`src/rtl/arbiter_pkg.sv`:
```
// Shared types and helpers for the N-way grant arbiter.
package arbiter_pkg;

    typedef enum logic [1:0] {
        IDLE    = 2'd0,
        GRANT   = 2'd1,
        PREEMPT = 2'd2
    } arb_state_e;

    localparam bit MODE_FIXED = 1'b0;
    localparam bit MODE_RR    = 1'b1;

    // One-hot (up to 16 bits) to binary; all-zero input yields 0.
    function automatic logic [3:0] oh2idx(input logic [15:0] oh);
        logic [3:0] idx;
        idx = '0;
        for (int i = 0; i < 16; i++) begin
            if (oh[i]) idx = idx | 4'(i);
        end
        return idx;
    endfunction

endpackage

```
`src/rtl/rr_pick.sv`:
```
// Rotating priority encoder: first set bit of (r & ~mask) starting at ptr, wrapping.
module rr_pick #(
    parameter int N     = 4,
    parameter int IDX_W = $clog2(N)
) (
    input  logic [N-1:0]     r_i,
    input  logic [IDX_W-1:0] ptr_i,
    input  logic [N-1:0]     mask_i,
    output logic [IDX_W-1:0] idx_o,
    output logic             found_o
);

    logic [N-1:0] cand;
    assign cand = r_i & ~mask_i;

    always_comb begin
        logic [IDX_W-1:0] j;
        idx_o   = '0;
        found_o = 1'b0;
        j       = '0;
        for (int i = 0; i < N; i++) begin
            j = IDX_W'((int'(ptr_i) + i) % N);
            if (!found_o && cand[j]) begin
                found_o = 1'b1;
                idx_o   = j;
            end
        end
    end

endmodule

```
`src/rtl/rr_arbiter.sv`:
```
// N-way arbiter with round-robin or fixed priority, same-edge handover and optional
// hold-time preemption. Outputs decode directly from state/holder flops.
module rr_arbiter
    import arbiter_pkg::*;
#(
    parameter int N        = 4,
    parameter bit RR_MODE  = MODE_RR,
    parameter int MAX_HOLD = 0,
    parameter int IDX_W    = $clog2(N)
) (
    input  logic             clk,
    input  logic             resetn,
    input  logic [N-1:0]     r,
    output logic [N-1:0]     g,
    output logic [IDX_W-1:0] g_idx,
    output logic             g_valid,
    output logic             preempt
);

    localparam int HOLD_SAT = (MAX_HOLD > 0) ? MAX_HOLD : 1;
    localparam int HC_W     = $clog2(HOLD_SAT + 1);

    arb_state_e       state_q, state_d;
    logic [IDX_W-1:0] holder_q, holder_d;
    logic [IDX_W-1:0] ptr_q, ptr_d;
    logic [HC_W-1:0]  cnt_q, cnt_d;

    logic [N-1:0]     holder_oh;
    logic [N-1:0]     pick_mask;
    logic [IDX_W-1:0] pick_idx;
    logic             pick_found;
    logic             others;
    logic             hold_hit;
    logic             take;

    assign holder_oh = {{(N-1){1'b0}}, 1'b1} << holder_q;
    // Only the decision right after a preemption excludes the previous holder.
    assign pick_mask = (state_q == PREEMPT) ? holder_oh : '0;
    assign others    = |(r & ~holder_oh);
    assign hold_hit  = (MAX_HOLD > 0) && (cnt_q == HC_W'(HOLD_SAT));

    rr_pick #(.N(N), .IDX_W(IDX_W)) u_pick (
        .r_i    (r),
        .ptr_i  (ptr_q),
        .mask_i (pick_mask),
        .idx_o  (pick_idx),
        .found_o(pick_found)
    );

    always_comb begin
        state_d  = state_q;
        holder_d = holder_q;
        ptr_d    = ptr_q;
        cnt_d    = cnt_q;
        take     = 1'b0;
        case (state_q)
            IDLE: begin
                if (pick_found) take = 1'b1;
            end
            GRANT: begin
                // Release is checked first so it beats a simultaneous hold limit.
                if (!r[holder_q]) begin
                    if (pick_found) take = 1'b1;
                    else            state_d = IDLE;
                end else if (hold_hit && others) begin
                    state_d = PREEMPT;
                end else if (cnt_q != HC_W'(HOLD_SAT)) begin
                    cnt_d = cnt_q + HC_W'(1);
                end
            end
            PREEMPT: begin
                if (pick_found) take = 1'b1;
                else            state_d = IDLE;
            end
            default: state_d = IDLE;
        endcase
        if (take) begin
            state_d  = GRANT;
            holder_d = pick_idx;
            cnt_d    = HC_W'(1);
            if (RR_MODE) ptr_d = (int'(pick_idx) == N - 1) ? '0 : pick_idx + IDX_W'(1);
        end
    end

    always_ff @(posedge clk) begin
        if (!resetn) begin
            state_q  <= IDLE;
            holder_q <= '0;
            ptr_q    <= '0;
            cnt_q    <= '0;
        end else begin
            state_q  <= state_d;
            holder_q <= holder_d;
            ptr_q    <= ptr_d;
            cnt_q    <= cnt_d;
        end
    end

    assign g       = (state_q == GRANT) ? holder_oh : '0;
    assign g_valid = (state_q == GRANT);
    assign g_idx   = IDX_W'(oh2idx(16'(g)));
    assign preempt = (state_q == PREEMPT);

endmodule
```
`config.mk`:
```
export PLATFORM = sky130hd
export DESIGN_NAME = rr_arbiter
export DESIGN_NICKNAME = d
export VERILOG_FILES = /design/src/rtl/arbiter_pkg.sv /design/src/rtl/rr_pick.sv /design/src/rtl/rr_arbiter.sv
export SDC_FILE = /design/constraint.sdc
export NUM_CORES = 1
export LEC_CHECK = 0
export ABC_AREA = 0
export CORE_AREA = 2 2 39 41
export CTS_CLUSTER_SIZE = 20
export DETAILED_ROUTE_END_ITERATION = 10
export DIE_AREA = 0 0 41 43
export PLACE_DENSITY = 0.53
export SYNTH_ARGS = -nofsm -noshare
export SYNTH_HDL_FRONTEND = slang
export SYNTH_SLANG_ARGS = --single-unit
```
`constraint.sdc`:
```
create_clock -name clk -period 3.35 [get_ports clk]
set_input_delay 0.5025 -clock clk [delete_from_list [all_inputs] [get_ports clk]]
set_output_delay 0.5025 -clock clk [all_outputs]
set_load 0.02 [all_outputs]
```
## Word level (Yosys, flattened, before mapping)

Cells that the tools add are included.

| word-level totals | value |
|---|---|
| bits in registers | 6 |
| bits in latches | 0 |
| memory bits (writable) | 0 |
| memory bits (read-only) | 0 |
| output and inout bits | 8 |
| word-level logic and storage cells | 66 |
| memories kept | 0 |

| operators by class | value |
|---|---|
| $add $sub $neg | 4 |
| $mul | 0 |
| div/mod/pow operators | 0 |
| $lt $le $gt $ge | 5 |
| eq/ne operators | 6 |
| shifts and indexed selects | 1 |
| mux-type cells | 31 |
| bitwise gates (word level) | 4 |
| reductions and logical operators | 11 |

Operators by type and width:

| operator | number |
|---|---|
| 2-to-1 mux 2 bit | 9 |
| less-than comparator 2 x 3 -> 1 bit, second input constant | 5 |
| 2-to-1 mux 1 bit | 13 |
| binary-select mux 1 bit (select 2 bit) | 5 |
| 2-to-1 mux 4 bit | 2 |
| case mux 2 bit (3 select lines) | 1 |
| adder 2 x 1 -> 2 bit, second input constant | 2 |
| adder 2 bit, second input constant | 2 |
| AND 4 bit | 1 |
| equality test 2 x 1 -> 1 bit, second input constant | 2 |
| != test 2 bit, second input constant | 2 |
| inverter 4 bit | 1 |
| AND reduction 2 bit | 2 |
| OR reduction 2 bit | 2 |
| left shift 1 x 2 -> 4 bit, first input constant | 1 |
| logical AND 1 bit | 3 |
| logical NOT 1 bit | 3 |
| != test 3 bit, second input constant | 1 |
| equality test 2 bit, second input constant | 1 |
| logical NOT 2 bit | 1 |
| inverter 1 bit | 2 |
| case mux 1 bit (2 select lines) | 1 |

## Depth between registers and ports, before layout

| depth | value |
|---|---|
| depth after elaboration | 21 |
| depth in mapped cells | 5 |

## Modules after synthesis

A second synthesis with hierarchy kept.

| unflattened totals | value |
|---|---|
| cell total of the unflattened synthesis | 53 |
| area total of the unflattened synthesis | 434.2 sq um |

By module, submodules not included:

| module | times used | cells an instance | area each (sq um) |
|---|---|---|---|
| rr_arbiter | 1 | 38 | 310.3 |
| rr_pick | 1 | 15 | 123.9 |

## Worst setup path before layout

Ideal clock, no wire load.

| path | value |
|---|---|
| path type | input -> register |
| from | in r[3] |
| to | reg ptr_q[0] |
| arrival time | 1510 ps |
| data required time | 3234 ps |
| slack | 1725 ps |
| stages | 4 |
| path through | mux2i_1 > o221ai_2 > or4_1 > and3_1 |

| between the ends | value |
|---|---|
| cells in the longest elaborated chain, start to end | 16 |
| elaborated cells on any way between the ends | 31 |
| those cells by class | add/sub: 1; eq/ne: 1; mux: 22; bitwise: 1; reduce/logical: 6 |

Ends and longest elaborated chain:

| item | line | text |
|---|---|---|
| start: declaration | rr_arbiter.sv:13 | `input logic [N-1:0] r,` |
| AND 4 bit | rr_pick.sv:14 | `assign cand = r_i & ~mask_i;` |
| binary-select mux 1 bit (select 2 bit) | rr_pick.sv:23 | `if (!found_o && cand[j]) begin` |
| 2-to-1 mux 1 bit (implied by the code) | rr_pick.sv:23 |  |
| 2-to-1 mux 1 bit | rr_pick.sv:23 |  |
| logical NOT 1 bit | rr_pick.sv:23 |  |
| logical AND 1 bit | rr_pick.sv:23 |  |
| 2-to-1 mux 1 bit | rr_pick.sv:23 |  |
| logical NOT 1 bit | rr_pick.sv:23 |  |
| logical AND 1 bit | rr_pick.sv:23 |  |
| 2-to-1 mux 1 bit | rr_pick.sv:23 |  |
| logical NOT 1 bit | rr_pick.sv:23 |  |
| logical AND 1 bit | rr_pick.sv:23 |  |
| 2-to-1 mux 1 bit | rr_pick.sv:23 |  |
| 2-to-1 mux 1 bit | rr_arbiter.sv:58, rr_arbiter.sv:63, rr_arbiter.sv:72 |  |
| 2-to-1 mux 1 bit | rr_arbiter.sv:62 | `if (!r[holder_q]) begin` |
| case mux 1 bit (2 select lines) | rr_arbiter.sv:56 | `case (state_q)` |
| end signal: assignment | rr_arbiter.sv:94 | `ptr_q <= ptr_d;` |
| end: declaration | rr_arbiter.sv:25 | `logic [IDX_W-1:0] ptr_q, ptr_d;` |

Several ways; a longest one is shown, not always the timed one. The select of a mux whose other input is x is not followed.
A chain may end at the register's enable or synchronous reset.

## Final worst setup path

| path | value |
|---|---|
| from | in r[2] |
| to | reg ptr_q[0] |

Same word-level chain as after synthesis.

==> flow_metrics.tcl <==
set metrics [dict create \
    gp_congestion 0.730 \
    ys_seq_area_share_pct 25.2 \
    synthCells 52 \
    max-cap-violations 0 \
    place_area_um2 507 \
    crit_slowest_cell "clkdlybuf4s50_1" \
    die_x_um 41 \
    route.met3.wl_um 75 \
    grt_pass1_wl_um 1410 \
    highest_layer "met3" \
    drive_above_1_share_pct 9.38 \
    critPathMaxFanout 7 \
    synthFlopType "dfxtp_1" \
    diodes 0 \
    drc 0 \
    crit_type "in -> reg" \
    clockRootBuffer "clkbuf_4" \
    power_density_nw_per_um2 429 \
    status "complete, no violations" \
    dieArea_um2 1760 \
    fin_area_um2 533 \
    syn2layout_area_growth_pct 34.4 \
    p_comb_share_pct 34.1 \
    synth_edf_count 0 \
    grt_use_total_pct 11.9 \
    grt.overflow.total 0 \
    power_leakage_nw 0.195 \
    hold_violations 0 \
    fin_setup_tns_ps 0 \
    critPathArrivalTime_ps 2210 \
    ctsResizeCount 0 \
    fp-row-count 14 \
    switching_share_pct 33.3 \
    fin_nets 71 \
    dpl.hpwl_um 652 \
    start_kind "primary input" \
    yosysTopAreaCellShare_pct 25.2 \
    ant_nets 0 \
    antenna_found_initial 0 \
    routedWlPerCell_um 10.6 \
    final.period_utilization_pct 62.0 \
    ys_warn_count 0 \
    synth.cell_area_um2 397 \
    synth_area_leader_cell "dfxtp_1" \
    wirelength_um 849 \
    ys_ff_latch 5 \
    hold-worst-slack_ps 487 \
    start_util_pct 28.7 \
    p_int_mw 0.153 \
    irDropWorstVdd_v 0.000247 \
    coreArea_um2 1380 \
    cpPeakStageDelay_ps 630 \
    cp_cell_sequence "clkdlybuf4s50_1 > or4_1 > o221ai_2 > or4_1 > and3_1" \
    via_count 386 \
    required_ps 3480 \
    htree_levels 1 \
    ys_types 26 \
    synth.avg_cell_area_um2 7.63 \
    crit_path_frequent_cell "or4_1" \
    cts.reportedPaths.clkPinSlew_ps 40 \
    cts_hold_buf 0 \
    power.switching_mw 0.0762 \
    final.min_clock_period_ps 2080 \
    clk_path_buf_depth 2 \
    die_h_um 43 \
    fin_skew_ps 1.80 \
    pin_count 14 \
    port_buffers 12 \
    drt_pass1_iterations 4 \
    clockPowerShare_pct 30.1 \
    m1WireLength_um 376 \
    wl_met2_um 397 \
    rsz0062_at_grt "no" \
    yosys-top-cells-count "5 x a21oi_1, 5 x dfxtp_1, 5 x nand2_1, 5 x nand2b_1, 5 x nor2_1" \
    clock_latency_ps 240 \
    synth_area_leaders "dfxtp_1 25%, nand2b_1 7.9%, a21oi_1 6.3%, mux2i_4 5.7%, nand2_1 4.7%" \
    cts_buffers 3 \
    async_reset_ff_share_pct 0 \
    slew_viol_final 0 \
    synth_nets 58 \
    max_freq_mhz 481 \
    grt_pass1_vias 347 \
    cts_tree "built" \
    end_kind "flop" \
    routed_via_density 4.83 \
    cts.sinks 5 \
    p_seq_share_pct 35.8 \
    setup_viol 0 \
    drtIter0Drc 5 \
    grt_max_degree 11 \
    hp-class "reg -> reg" \
    post_cts_buffers 0 \
]
==> path summary, 6_finish.rpt <==
| check | cells after the start | startpoint | end | slack, ps |
|---|---|---|---|---|
| setup / recovery | 5 | r[2] | ptr_q[0] | 1270 |
| hold / removal | 2 | holder_q[0] | holder_q[0] | 490 |
| setup reg to reg | 4 | holder_q[1] | ptr_q[0] | 1550 |
| hold reg to reg | 2 | holder_q[0] | holder_q[0] | 490 |
==> sequential cells by signal, summed over array words and instances (netlist names) <==
register  count
holder_q      2
state_q       1
ptr_q         2
==> cell usage in the layout (no fill, tap or decap) <==
master / netlist / routed
a21boi_1: 1 / 1
a21oi_1: 5 / 5
and2_1: 1 / 1
and2_2: 1 / 1
and3_1: 1 / 1
clkbuf_1: 1 / 1
clkbuf_4: 0 / 3
clkdlybuf4s50_1: 0 / 12
conb_1: 1 / 1
dfxtp_1: 5 / 5
inv_1: 3 / 3
mux2i_1: 1 / 1
mux2i_4: 1 / 1
nand2_1: 5 / 5
nand2b_1: 5 / 5
nand3_1: 2 / 2
nand3b_1: 1 / 1
nor2_1: 5 / 5
nor3b_1: 1 / 1
o2111ai_1: 1 / 1
o211ai_1: 1 / 1
o21a_1: 1 / 1
o21ai_0: 2 / 2
o221ai_1: 1 / 1
o221ai_2: 1 / 1
or4_1: 2 / 2
==> layout make-up <==
class	instances	area (um2)
Multi-Input combinational cell	40	255
Clock buffer	4	26.3
Tap cell	16	20.0
Timing Repair Buffer	12	120
Inverter	3	11.3
Fill cell	152	851
Sequential cell	5	100
==> critical path: cells and delay by family <==
| family | cells | cell delay (ps) |
|---|---|---|
| AO/OA/AOI/OAI | 1 | 140 |
| buffers and inverters | 1 | 630 |
| AND/OR/NAND/NOR | 3 | 940 |
==> per-layer routing <==
metal / vias to the layer above / track usage, %
met3: 0 / 6.28
met4: 0 / 2.00
li1: 204 / -
met2: 18 / 19.1
met1: 164 / 13.6
met5: - / 0
==> through the flow <==
stage	utilization (%)	worst slack (ps)	total power, mW	cells
2_1_floorplan	-	1720	0.136	52
3_3_place_gp	36.6	1040	0.162	76
3_5_place_dp	36.6	1020	0.161	76
4_1_cts	38.5	1280	0.232	80
5_1_grt	38.5	1140	0.246	80
6_report	38.5	1270	0.229	80
==> power by group through the flow <==
stage	clock (mW)	sequential (mW)	combinational (mW)
floorplan	0	0.0738	0.0619
global placement	0	0.0835	0.0780
detailed placement	0	0.0828	0.0781
CTS	0.0720	0.0819	0.0785
global route	0.0757	0.0837	0.0867
finish	0.0690	0.0818	0.0780
==> cell families (layout without fill, tap and decap cells) <==
| logic type | count (synthesis) | in the layout | synth area share [%] |
|---|---|---|---|
| muxes | 2 | 2 | 8.20 |
| DFF | 5 | 5 | 25.2 |
| other | 1 | 1 | 0.945 |
| and+or+nand+nor | 24 | 24 | 32.5 |
| AOI/OAI and AO/OA | 13 | 13 | 22.7 |
| buffers and inverters | 7 | 19 | 10.4 |
(Power assumes the default switching activity.)
